`src/rtl/div_pkg.sv`:
```
// Shared types and constants for the sequential 32/16 restoring divider.
package div_pkg;
  localparam int DIV_W    = 16;
  localparam int DIVD_W   = 32;
  localparam int DIV_ITER = 16;
  localparam int CNT_W    = 5;

  typedef enum logic [1:0] {
    IDLE = 2'd0,
    CALC = 2'd1,
    DONE = 2'd2
  } state_t;
endpackage

```
`src/rtl/div_rq_reg.sv`:
```
// Partial-remainder / quotient datapath: load, one restoring step per cycle, clear,
// and an optional negation of either result on the final step.
module div_rq_reg
  import div_pkg::*;
(
  input  logic             clk,
  input  logic             rst_n,
  input  logic             load,
  input  logic             step,
  input  logic             clear,
  input  logic             fix_q,
  input  logic             fix_r,
  input  logic [DIV_W-1:0] load_hi,
  input  logic [DIV_W-1:0] load_lo,
  input  logic [DIV_W-1:0] load_dvs,
  output logic [DIV_W-1:0] quo,
  output logic [DIV_W-1:0] rem
);

  logic [DIV_W:0]   rem_q;
  logic [DIV_W-1:0] lo_q;
  logic [DIV_W-1:0] dvs_q;
  logic [DIV_W:0]   sh_rem;
  logic [DIV_W:0]   diff;
  logic             ge;
  logic [DIV_W:0]   nrem;
  logic [DIV_W-1:0] nlo;
  logic             unused_rem_msb;

  // Remainder stays below the divisor after every step, so bit 16 only matters
  // transiently in the shifted value, never in the stored one.
  assign unused_rem_msb = rem_q[DIV_W];

  always_comb begin
    sh_rem = {rem_q[DIV_W-1:0], lo_q[DIV_W-1]};
    diff   = sh_rem - {1'b0, dvs_q};
    ge     = (sh_rem >= {1'b0, dvs_q});
    nrem   = ge ? diff : sh_rem;
    nlo    = {lo_q[DIV_W-2:0], ge};
  end

  always_ff @(posedge clk) begin
    if (!rst_n || clear) begin
      rem_q <= '0;
      lo_q  <= '0;
      dvs_q <= '0;
    end else if (load) begin
      rem_q <= {1'b0, load_hi};
      lo_q  <= load_lo;
      dvs_q <= load_dvs;
    end else if (step) begin
      rem_q <= fix_r ? {1'b0, -nrem[DIV_W-1:0]} : nrem;
      lo_q  <= fix_q ? -nlo : nlo;
    end
  end

  assign quo = lo_q;
  assign rem = rem_q[DIV_W-1:0];

endmodule

```
`src/rtl/divisor_seq.sv`:
```
// Sequential 32/16 divider: FSM, iteration counter and Start/Busy/Done handshake.
// Define DIV_SIGNED_EN to add the Sinal port and two's-complement operation.
module divisor_seq
  import div_pkg::*;
(
  input  logic              Clk,
  input  logic              Rst,
  input  logic              Start,
  input  logic [DIVD_W-1:0] Dividendo,
  input  logic [DIV_W-1:0]  Divisor,
`ifdef DIV_SIGNED_EN
  input  logic              Sinal,
`endif
  output logic [DIV_W-1:0]  Quociente,
  output logic [DIV_W-1:0]  Resto,
  output logic              Ovf,
  output logic              Busy,
  output logic              Done
);

  // state | meaning
  // IDLE  | waiting for Start; operands captured on the accepting edge
  // CALC  | one restoring step per cycle, 16 cycles
  // DONE  | one-cycle completion pulse, results held
  state_t           state_q, state_d;
  logic [CNT_W-1:0] cnt_q;
  logic             load, clear, step, last;
  logic             fix_q, fix_r;
  logic             ovf_in;
  logic [DIVD_W-1:0] dvd_mag;
  logic [DIV_W-1:0]  dvs_mag;

`ifdef DIV_SIGNED_EN
  logic              dvd_neg, dvs_neg, q_neg_in, sign_ovf;
  logic              q_neg_q, r_neg_q;
  logic [DIVD_W-1:0] lim_pos, lim_neg;

  assign dvd_neg  = Sinal & Dividendo[DIVD_W-1];
  assign dvs_neg  = Sinal & Divisor[DIV_W-1];
  assign dvd_mag  = dvd_neg ? -Dividendo : Dividendo;
  assign dvs_mag  = dvs_neg ? -Divisor : Divisor;
  assign q_neg_in = dvd_neg ^ dvs_neg;
  // Quotient magnitude must stay within 0x7FFF (positive) or 0x8000 (negative).
  assign lim_pos  = {1'b0, dvs_mag, 15'b0};
  assign lim_neg  = lim_pos + {16'b0, dvs_mag};
  assign sign_ovf = Sinal & (dvd_mag >= (q_neg_in ? lim_neg : lim_pos));

  always_ff @(posedge Clk) begin
    if (!Rst || clear) begin
      q_neg_q <= 1'b0;
      r_neg_q <= 1'b0;
    end else if (load) begin
      q_neg_q <= q_neg_in;
      r_neg_q <= dvd_neg;
    end
  end

  assign fix_q  = last & q_neg_q;
  assign fix_r  = last & r_neg_q;
  assign ovf_in = (dvs_mag == '0) || (dvd_mag[DIVD_W-1:DIV_W] >= dvs_mag) || sign_ovf;
`else
  assign dvd_mag = Dividendo;
  assign dvs_mag = Divisor;
  assign fix_q   = 1'b0;
  assign fix_r   = 1'b0;
  assign ovf_in  = (dvs_mag == '0) || (dvd_mag[DIVD_W-1:DIV_W] >= dvs_mag);
`endif

  assign last = (state_q == CALC) && (cnt_q == CNT_W'(DIV_ITER - 1));

  always_ff @(posedge Clk) begin
    if (!Rst) state_q <= IDLE;
    else      state_q <= state_d;
  end

  always_comb begin
    state_d = state_q;
    load    = 1'b0;
    clear   = 1'b0;
    step    = 1'b0;
    case (state_q)
      IDLE: begin
        if (Start) begin
          if (ovf_in) begin
            clear   = 1'b1;
            state_d = DONE;
          end else begin
            load    = 1'b1;
            state_d = CALC;
          end
        end
      end
      CALC: begin
        step = 1'b1;
        if (last) state_d = DONE;
      end
      DONE:    state_d = IDLE;
      default: state_d = IDLE;
    endcase
  end

  always_ff @(posedge Clk) begin
    if (!Rst) begin
      cnt_q <= '0;
      Ovf   <= 1'b0;
    end else begin
      if (load || clear) cnt_q <= '0;
      else if (step)     cnt_q <= cnt_q + CNT_W'(1);
      if (load || clear) Ovf <= clear;
    end
  end

  div_rq_reg u_rq (
    .clk      (Clk),
    .rst_n    (Rst),
    .load     (load),
    .step     (step),
    .clear    (clear),
    .fix_q    (fix_q),
    .fix_r    (fix_r),
    .load_hi  (dvd_mag[DIVD_W-1:DIV_W]),
    .load_lo  (dvd_mag[DIV_W-1:0]),
    .load_dvs (dvs_mag),
    .quo      (Quociente),
    .rem      (Resto)
  );

  assign Busy = (state_q == CALC);
  assign Done = (state_q == DONE);

endmodule

```
`config.mk`:
```
export PLATFORM = sky130hd
export DESIGN_NAME = divisor_seq
export DESIGN_NICKNAME = d
export VERILOG_FILES = /design/src/rtl/div_pkg.sv /design/src/rtl/div_rq_reg.sv /design/src/rtl/divisor_seq.sv
export SDC_FILE = /design/constraint.sdc
export NUM_CORES = 1
export LEC_CHECK = 0
export BUFFER_PORTS_ARGS = -buffer_cell sky130_fd_sc_hd__buf_2
export CAP_MARGIN = 40
export CELL_PAD_IN_SITES_DETAIL_PLACEMENT = 0
export CELL_PAD_IN_SITES_GLOBAL_PLACEMENT = 1
export CORE_ASPECT_RATIO = 0.75
export CORE_MARGIN = 5
export CORE_UTILIZATION = 40
export CTS_CLUSTER_SIZE = 25
export DETAILED_ROUTE_END_ITERATION = 10
export HOLD_SLACK_MARGIN = 0.1
export PLACE_DENSITY_LB_ADDON = 0.1
export SYNTH_ARGS = -nofsm -noshare
export SYNTH_HDL_FRONTEND = slang
export SYNTH_SLANG_ARGS = --single-unit
export TNS_END_PERCENT = 1
```
`constraint.sdc`:
```
create_clock -name Clk -period 2.5 [get_ports Clk]
set_input_delay 0.375 -clock Clk [delete_from_list [all_inputs] [get_ports Clk]]
set_output_delay 0.375 -clock Clk [all_outputs]
set_load 0.02 [all_outputs]
```
==> metrics.md, run 1 <==
| Metric | Value |
|---|---|
| Top_reg_cell synth | dfxtp_1 |
| Die Area | 11500 um^2 |
| HP Class | input pin to flop |
| Dpl hpwl | 9570 um |
| Via density | 5.28 |
| Seq pwr share | 0.259 |
| Syn nets | 553 |
| Drt first pass iters | 4 |
| Clock Latency Late Sink | 0.29 ns |
| Pwr per Cell Area | 819 nW/um^2 |
| Mux contribution to synthesized area | 0.0570 |
| Adder-Cell Fraction of Synth Area | 0.118 |
| Metal3 WL | 692 um |
| CP Capture Type | flop |
| Synth Area in XOR/XNOR | 0.0232 |
| Crit Path Max Fanout | 7 |
| YS warnings | 0 |
| Largest cells by area after synthesis | dfxtp_1, ha_1, mux2i_1 |
| Final antenna diode count | 0 |
| Clk pwr share | 0.196 |
| Most frequent cells in the layout | buf_2, dfxtp_1, nand2_1, buf_4, inv_1 |
| Setup TNS | 0 ns |
| Combinational family with the most area after synthesis | compound AO/OA/AOI/OAI gates |
| Final GP Congestion | 0.857 |
| WL/cell | 16.6 um |
| CORE AREA | 9120 um^2 |
| Mapped Area | 3780 um^2 |
| DR vias | 3798 |
| Maximum vdd drop | 0.396 mV |
| Metal-1 WL | 5770 um |
| Area share of the largest cell type after synthesis | 0.297 |
| Worst path required time | 2.70 ns |
| Sequential fraction of the synthesis area | 0.297 |
| Largest net degree at the start of global routing | 41 |
| Fin cells | 720 |
| Status | finished, final reports clean |
| CP Cell Sequence | inv_1, ha_1, nand2_1, or4_4, o2111ai_2, and2_4, a21o_4, buf_12, o31ai_2, a31oi_1 |
| EDFF count, synth | 0 |
| Io pins | 86 |
| Final slew viol count | 0 |
| TritonCTS clock tree | built |
| Nets | 677 |
| Total GRT Usage | 0.209 |
| Num CTS Buffers | 5 |
| Synth area leader | dfxtp_1 |
| H-Tree Depth | 2 |
| Internal power | 2460 uW |
| Compound-gate portion of the synthesized area | 0.269 |
| Min Clock Period, post-route | 2.43 ns |
| Worst Skew | 0.00924 ns |
| Worst Max-Slew Pin Slew | 0.743 ns |
| Critical path's largest stage delay | 0.57 ns |
| Met2 WL | 5430 um |
| Crit start category | flop |
| Hold-fix buffers at CTS | 0 |
| Data arrival, critical path | 2.62 ns |
| Inst Count DP | 709 |
| Avg Cell Area, Syn | 8.09 um^2 |
| Cell variety after synth | 61 |
| Area overhead of the layout relative to synthesis | 30.2% |
| Root buf cell | clkbuf_16 |
| Share of cells above drive strength 1 | 0.277 |
| Logic pwr share | 0.544 |
| Lkg Pwr | 0.00226 uW |
| RSZ-0062 raised after global routing | yes |
| Grt ovf | 0 |
| Clk sinks | 56 |
| Worst-path clk slew | 0.07 ns |
| Max Clock Freq | 0.412 GHz |
| Net Sw Frac | 0.390 |
| Antenna violations before repair | 0 |
| Flop-to-flop setup slack | 0.07 ns |
| Global-route wire length before repair | 19100 um |
| WL final | 12000 um |
| Vias in the first global route | 3754 |
| Worst setup path category | flop to flop |
| Fill cell count | 927 |
| ANT nets after route | 0 |
| FFs w/ async S/R, synth | 0 |
| CTS max path bufs | 2 |
| Post-Synthesis Cells | 467 |
| Slew HR | 0.504 |
| Finished Core Util | 0.539 |
| Slowest-stage cell, CP | or4_4 |
| Most common cell after layout, fill and taps aside | buf_2 |
| CP delay by family, top | simple AND/OR/NAND/NOR gates |
| Initial core utilization | 0.414 |
| Setup violators final | 0 |
| Row cnt | 30 |
| Iter 0 DRT Violations | 192 |
| Final hold vios | 0 |
| Worst Path Buf+Inv | 2 |
| Final worst path period share | 0.970 |
| Die Wd | 122 um |
| Post-Synth Simple-Gate Area | 0.170 |
| Top sig layer | met4 |
| Post-route DRC | 0 |
| #FFs+latches synth | 56 |
| IO buf count | 85 |
| Max-cap violations | 0 |
| Chip height | 94.2 um |
| Net switching power | 1570 uW |
## tightest hold or removal path, stage by stage
cell and delay [ns]:
buf_2 0.09, a31oi_1 0.09, o21ai_2 0.05
## per-layer routing
layer | global-route usage | vias to the layer above
li1 | - | 1931
met1 | 0.290 | 1769
met2 | 0.339 | 92
met3 | 0.0470 | 6
met4 | 0.0270 | 0
met5 | 0 | -
## logic make-up after synthesis
family | after synthesis
muxes | 21
xor gates and xnor gates | 10
AOI/OAI and AO/OA | 146
DFF | 56
and+or+nand+nor | 137
adders and majority gates | 35
buffers and inverters | 62
## Yosys cell counts, drive strengths merged (2+ instances only)
master,instances
a211oi,4
nand3,7
o21a,6
o221ai,5
xnor2,7
a31oi,13
buf,8
and3,3
dfxtp,56
clkbuf,10
nand2b,5
nor4,6
nand4,4
or3,3
o311ai,2
a221oi,3
o21bai,2
a21o,9
inv,44
nor2,41
ha,34
o31a,3
a21oi,39
o211ai,3
xor2,3
nor2b,6
and2,2
mux2i,20
a22oi,19
nor3,3
nand2,51
o21ai,28
## sequential cells by signal (all words and copies together) (netlist names)
name        count
u_rq.quo       16
cnt_q           5
u_rq.dvs_q     16
state_q         2
u_rq.rem_q     16
Ovf             1
## final timing paths
kind / startpoint / end / cells after the start
min: Dividendo[17] / u_rq.rem_q[1] / 3
min reg2reg: u_rq.quo[11] / u_rq.quo[11] / 2
max reg2reg: u_rq.dvs_q[1] / u_rq.rem_q[11] / 10
max: u_rq.dvs_q[1] / u_rq.rem_q[11] / 10
## timing repair
item                       4_1_cts  5_1_grt
resized for setup                0       11
setup endpoints to repair        0       13
buffers inserted                 0        3
## metrics by stage
stage / hold slack (ns) / power, uW / worst slack, ns / cell area (um^2)
CTS: 0.346 / 3880 / 0.00363 / 4810
global placement: 0.445 / 3060 / -0.0632 / 4650
detailed placement: 0.458 / 3080 / -0.135 / 4650
global route: 0.357 / 4300 / -0.0215 / 4920
finish: 0.343 / 4030 / 0.0748 / 4920
floorplan: 0.427 / 2400 / 0.195 / 3780
## cell type report
class	instances	area (um^2)	area share
Tap cell	128	160	0.0326
Inverter	44	165	0.0336
Clock inverter	2	35.0	0.00712
Sequential cell	56	1120	0.228
Clock buffer	6	129	0.0262
Multi-Input combinational cell	349	2490	0.507
Timing Repair Buffer	135	817	0.166
## power groups by stage
| stage | Sequential [uW] | Combinational (uW) | Clock, uW |
|---|---|---|---|
| finish | 1050 | 2190 | 791 |
| global route | 1050 | 2390 | 851 |
| CTS | 1040 | 2030 | 808 |
| detailed placement | 1060 | 2010 | 0 |
| global placement | 1060 | 2000 | 0 |
| floorplan | 1130 | 1270 | 0 |
No activity file was read; power rests on OpenSTA's default activity.
==> run 2, diff against run 1 <==
- BUFFER_PORTS_ARGS: -buffer_cell sky130_fd_sc_hd__buf_2 -> -buffer_cell sky130_fd_sc_hd__clkbuf_2
==> run 2 against run 1 <==
Final area down 0.23%. Sequential power about the same. First-iteration DRC count down 14%. Routed wire length down 1.9%. Global-route usage down 0.12 points. Via count down 0.21%. Sequential share of layout area up 0.052 points. Fmax up 0.77%. Clock skew up 0.0030 ns. Core utilization down 0.12 points. Largest cell class unchanged.
==> metrics.md, run 2 (same netlist as run 1, synthesis figures left out) <==
| Metric | Value |
|---|---|
| Clock Latency Late Sink | 0.30 ns (was 0.29 ns) |
| Drt first pass iters | 5 (was 4) |
| Crit Path Max Fanout | 11 (was 7) |
| Worst setup path category | flop to flop (unchanged) |
| Status | finished, final reports clean (unchanged) |
| Share of cells above drive strength 1 | 0.280 (was 0.277) |
| Grt ovf | 0 (unchanged) |
| Final antenna diode count | 0 (unchanged) |
| Data arrival, critical path | 2.62 ns (about the same) |
| Largest net degree at the start of global routing | 41 (unchanged) |
| Max-cap violations | 0 (unchanged) |
| Pwr per Cell Area | 808 nW/um^2 (was 819 nW/um^2) |
| DR vias | 3790 (was 3798) |
| Worst Skew | 0.0122 ns (was 0.00924 ns) |
| ANT nets after route | 0 (unchanged) |
| Internal power | 2400 uW (was 2460 uW) |
| IO buf count | 85 (unchanged) |
| Maximum vdd drop | 0.323 mV (was 0.396 mV) |
| Logic pwr share | 0.538 (was 0.544) |
| Setup TNS | 0 ns (unchanged) |
| WL final | 11700 um (was 12000 um) |
| Register area | 1120 um^2 (unchanged) |
| Antenna violations before repair | 0 (unchanged) |
| Final slew viol count | 0 (unchanged) |
| Inst Count DP | 706 (was 709) |
| Max Clock Freq | 0.416 GHz (was 0.412 GHz) |
| Crit start category | flop (unchanged) |
| Finished Core Util | 0.538 (was 0.539) |
| Final worst slack | 0.0933 ns (was 0.0748 ns) |
| Total GRT Usage | 0.208 (was 0.209) |
| Row cnt | 30 (unchanged) |
| Via density | 5.29 (was 5.28) |
| Worst-path clk slew | 0.08 ns (was 0.07 ns) |
| Initial core utilization | 0.414 (unchanged) |
| Slew HR | 0.502 (was 0.504) |
| Most frequent cells in the layout | clkbuf_2, dfxtp_1, nand2_1, buf_4, inv_1 (was buf_2, dfxtp_1, nand2_1, buf_4, inv_1) |
| Dpl hpwl | 9500 um (was 9570 um) |
| Setup violators final | 0 (unchanged) |
| Clk sinks | 56 (unchanged) |
| Vias in the first global route | 3710 (was 3754) |
| CTS max path bufs | 2 (unchanged) |
| Most common cell after layout, fill and taps aside | clkbuf_2 (was buf_2) |
| WL/cell | 16.3 um (was 16.6 um) |
| Final GP Congestion | 0.826 (was 0.857) |
| Fill cell count | 965 (was 927) |
| Root buf cell | clkbuf_16 (unchanged) |
| Clk pwr share | 0.198 (was 0.196) |
| Chip height | 94.2 um (unchanged) |
| Net switching power | 1570 uW (about the same) |
| Fin cells | 717 (was 720) |
| H-Tree Depth | 2 (unchanged) |
| Die Wd | 122 um (unchanged) |
| CORE AREA | 9120 um^2 (unchanged) |
| Worst path required time | 2.71 ns (was 2.70 ns) |
| Total power | 3970 uW (was 4030 uW) |
| Num CTS Buffers | 5 (unchanged) |
| RSZ-0062 raised after global routing | yes (unchanged) |
| TritonCTS clock tree | built (unchanged) |
| Net Sw Frac | 0.395 (was 0.390) |
| Iter 0 DRT Violations | 166 (was 192) |
| Area overhead of the layout relative to synthesis | 29.9% (was 30.2%) |
| Seq pwr share | 0.264 (was 0.259) |
| Area occupied by multi-input gates | 2510 um^2 (was 2490 um^2) |
| Place WS | -0.0861 ns (was -0.135 ns) |
| Final worst path period share | 0.963 (was 0.970) |
| Min Clock Period, post-route | 2.41 ns (was 2.43 ns) |
| Global-route wire length before repair | 18900 um (was 19100 um) |
| Nets | 674 (was 677) |
| HP Class | input pin to flop (unchanged) |
| Io pins | 86 (unchanged) |
| Final hold vios | 0 (unchanged) |
| Post-route DRC | 0 (unchanged) |
| Worst Max-Slew Pin Slew | 0.746 ns (was 0.743 ns) |
| CP Capture Type | flop (unchanged) |
| Die Area | 11500 um^2 (unchanged) |
| Lkg Pwr | 0.00223 uW (was 0.00226 uW) |
run 2: metrics by stage:
stage / area, um^2 / hold slack [ns]
finish: 4910 / 0.346
global route: 4910 / 0.354
CTS: 4800 / 0.347
detailed placement: 4630 / 0.452
global placement: 4630 / 0.441
floorplan: 3780 / 0.427
run 2: repair_timing:
item / CTS / global route
pin swaps: 0 / 2
resized for setup: 1 / 13
buffers inserted: 0 / 3
setup endpoints to repair: 1 / 15
endpoints found under the hold margin: 0 / 0
hold buffers: 0 / 0
run 2: power groups by stage:
stage | Sequential, uW | Combinational [uW] | Clock (uW)
final | 1050 | 2130 | 784
after detailed placement | 1060 | 1950 | 0
after floorplan | 1130 | 1270 | 0
after global placement | 1060 | 1930 | 0
after CTS | 1040 | 1990 | 800
after global routing | 1060 | 2330 | 849
run 2: area by class of cell:
cell class                 count  share of cell area
inverter                      44              0.0336
multi-input combinational    349               0.511
sequential                    56               0.228
timing repair buffer         132               0.161
tap                          128              0.0326
clock inverter                 2             0.00714
clock buffer                   6              0.0263
run 2: per-layer routing:
metal / part of all wire / track usage
met5: 0 / 0
met4: 0.0039 / 0.0280
met3: 0.048 / 0.0373
met2: 0.45 / 0.338
met1: 0.50 / 0.293
run 2: final timing paths:
path | startpoint | to | cells past startpoint | slack (ns)
min reg2reg | state_q[1] | state_q[1] | 1 | 0.46
max | u_rq.dvs_q[4] | u_rq.rem_q[10] | 10 | 0.09
max reg2reg | u_rq.dvs_q[4] | u_rq.rem_q[10] | 10 | 0.09
min | Dividendo[17] | u_rq.rem_q[1] | 3 | 0.35
run 2: worst max-delay path, stage by stage (launching register included):
cell and delay, ns:
dfxtp_1 0.33, inv_1 0.06, ha_1 0.35, nand4_1 0.10
or4_4 0.56, o2111ai_2 0.13, and2_4 0.21, a21o_4 0.18
buf_4 0.16, nand3_1 0.07, a31oi_1 0.18
==> run 3, diff against run 2 <==
- CTS_BUF_LIST: unset -> sky130_fd_sc_hd__clkbuf_4 sky130_fd_sc_hd__clkbuf_8 sky130_fd_sc_hd__clkbuf_16
==> run 3 against run 2 <==
Critical path depth did not move. Clock power rose by 2%. Register-to-register slack barely moved. Hold slack barely moved. Worst setup slack got worse by 0.010 ns. First-iteration DRC count fell by 11%. Total power rose by 0.41%. Sequential share of layout area barely moved. Combinational power barely moved. Via count rose by 0.63%. Clock skew rose by 0.0013 ns. Critical path type unchanged. Highest routed layer unchanged.
==> metrics.md, run 3 (same netlist as run 1, synthesis figures left out) <==
| Metric | Value |
|---|---|
| Status | finished, final reports clean (unchanged) |
| Area occupied by multi-input gates | 2510 um^2 (unchanged) |
| RSZ-0062 raised after global routing | yes (unchanged) |
| Final antenna diode count | 0 (unchanged) |
| Initial core utilization | 0.414 (unchanged) |
| Global-route wire length before repair | 19000 um (was 18900 um) |
| Dpl hpwl | 9500 um (unchanged) |
| Fill cell count | 967 (was 965) |
| FF-to-FF path depth | 10 (unchanged) |
| Total GRT Usage | 0.208 (about the same) |
| Final hold vios | 0 (unchanged) |
| Post-route DRC | 0 (unchanged) |
| Min Clock Period, post-route | 2.42 ns (was 2.41 ns) |
| CORE AREA | 9120 um^2 (unchanged) |
| IO buf count | 85 (unchanged) |
| Final slew viol count | 0 (unchanged) |
| Crit Path Max Fanout | 11 (unchanged) |
| Final worst slack | 0.0829 ns (was 0.0933 ns) |
| TritonCTS clock tree | built (unchanged) |
| Via density | 5.32 (was 5.29) |
| HP Class | input pin to flop (unchanged) |
| WL/cell | 16.5 um (was 16.3 um) |
| CP Capture Type | flop (unchanged) |
| Grt ovf | 0 (unchanged) |
| Max Clock Freq | 0.414 GHz (was 0.416 GHz) |
| Worst setup path category | flop to flop (unchanged) |
| Final worst path period share | 0.967 (was 0.963) |
| Most frequent cells in the layout | clkbuf_2, dfxtp_1, nand2_1, buf_4, inv_1 (unchanged) |
| CTS max path bufs | 2 (unchanged) |
| Max-cap violations | 0 (unchanged) |
| Die Area | 11500 um^2 (unchanged) |
| Io pins | 86 (unchanged) |
| Hold-fix buffers at CTS | 0 (unchanged) |
| Register area | 1120 um^2 (unchanged) |
| Hold EP | u_rq.rem_q[1] (unchanged) |
| Nets | 674 (unchanged) |
| Fin cells | 717 (unchanged) |
| Vias in the first global route | 3710 (unchanged) |
| Die Wd | 122 um (unchanged) |
| DR vias | 3814 (was 3790) |
| Lkg Pwr | 0.00223 uW (about the same) |
| Inst Count DP | 706 (unchanged) |
| Num CTS Buffers | 5 (unchanged) |
| HP Start | Dividendo[17] (unchanged) |
| Chip height | 94.2 um (unchanged) |
| Most common cell after layout, fill and taps aside | clkbuf_2 (unchanged) |
| Iter 0 DRT Violations | 147 (was 166) |
| Worst path required time | 2.71 ns (about the same) |
| Place WS | -0.0861 ns (unchanged) |
| Crit start category | flop (unchanged) |
| Reg2reg start | u_rq.dvs_q[4] (unchanged) |
| H-Tree Depth | 2 (unchanged) |
| Worst Max-Slew Pin Slew | 0.764 ns (was 0.746 ns) |
| Largest net degree at the start of global routing | 41 (unchanged) |
| Total power | 3980 uW (was 3970 uW) |
| Root buf cell | clkbuf_16 (unchanged) |
| Flop-to-flop setup slack | 0.08 ns (was 0.09 ns) |
| Share of cells above drive strength 1 | 0.282 (was 0.280) |
| Data arrival, critical path | 2.63 ns (was 2.62 ns) |
| Pwr per Cell Area | 811 nW/um^2 (was 808 nW/um^2) |
| Slew HR | 0.490 (was 0.502) |
| Worst-path clk slew | 0.08 ns (about the same) |
| Row cnt | 30 (unchanged) |
| Clk sinks | 56 (unchanged) |
| WL final | 11800 um (was 11700 um) |
| Antenna violations before repair | 0 (unchanged) |
| R2R Path End | u_rq.rem_q[10] (unchanged) |
| Maximum vdd drop | 0.322 mV (was 0.323 mV) |
| Drt first pass iters | 4 (was 5) |
| ANT nets after route | 0 (unchanged) |
| Final GP Congestion | 0.826 (unchanged) |
| Clock Latency Late Sink | 0.30 ns (about the same) |
| Worst Skew | 0.0135 ns (was 0.0122 ns) |
| Area overhead of the layout relative to synthesis | 30.0% (was 29.9%) |
| Setup violators final | 0 (unchanged) |
| Worst hold stages | 3 (unchanged) |
## run 3: cell type report
type | instances | share of cell area
well taps | 128 | 0.0326
flip-flops and latches | 56 | 0.228
clock inverters | 2 | 0.00713
repair buffers | 132 | 0.161
clock buffers | 6 | 0.0270
inverters | 44 | 0.0336
multi-input cells | 349 | 0.510
## run 3: worst max-delay path, stage by stage, from the launching register on
cell and delay (ns):
dfxtp_1 0.33, inv_1 0.07, ha_1 0.35, nand4_1 0.10
or4_4 0.56, o2111ai_2 0.13, and2_4 0.21, a21o_4 0.18
buf_4 0.16, nand3_1 0.07, a31oi_1 0.19
## run 3: metrics by stage
| stage | hold WS [ns] | cell area [um^2] | TNS (ns) | utilization |
|---|---|---|---|---|
| 2_1_floorplan | 0.427 | 3780 | 0 | - |
| 3_3_place_gp | 0.441 | 4630 | -0.873 | 0.507 |
| 3_5_place_dp | 0.452 | 4630 | -1.54 | 0.507 |
| 4_1_cts | 0.345 | 4800 | 0 | 0.526 |
| 5_1_grt | 0.353 | 4910 | -0.159 | 0.539 |
| 6_report | 0.346 | 4910 | 0 | 0.539 |
## run 3: what timing repair did
| item | 4_1_cts | 5_1_grt |
|---|---|---|
| setup buffers | 0 | 3 |
| gates resized for setup | 1 | 13 |
| pin swaps | 0 | 2 |
| endpoints found under the setup margin | 1 | 15 |
## run 3: worst max path at each step
stage                       start             end  slack [ns]  depth (start not counted)
floorplan           u_rq.rem_q[1]  u_rq.rem_q[14]        0.19                          8
global placement       Divisor[9]     u_rq.quo[4]       -0.05                         11
detailed placement     Divisor[9]    u_rq.quo[14]       -0.09                         11
CTS                 u_rq.dvs_q[6]  u_rq.rem_q[11]        0.04                          9
global route        u_rq.dvs_q[1]  u_rq.rem_q[10]       -0.11                         10
finish              u_rq.dvs_q[4]  u_rq.rem_q[10]        0.08                         10
## run 3: routing by layer
metal,vias to the layer above,part of all wire,track usage
li1,1926,-,-
met1,1783,0.49,0.293
met2,98,0.45,0.340
met3,7,0.054,0.0373
met4,0,0.0041,0.0252
met5,-,0,0
## run 3: where the power goes
| group | switching, uW | internal [uW] | leakage (uW) |
|---|---|---|---|
| combinational | 1180 | 952 | 0.00169 |
| clock | 316 | 483 | 0.0000843 |
| sequential | 72.9 | 977 | 0.000457 |
| total | 1570 | 2410 | 0.00223 |
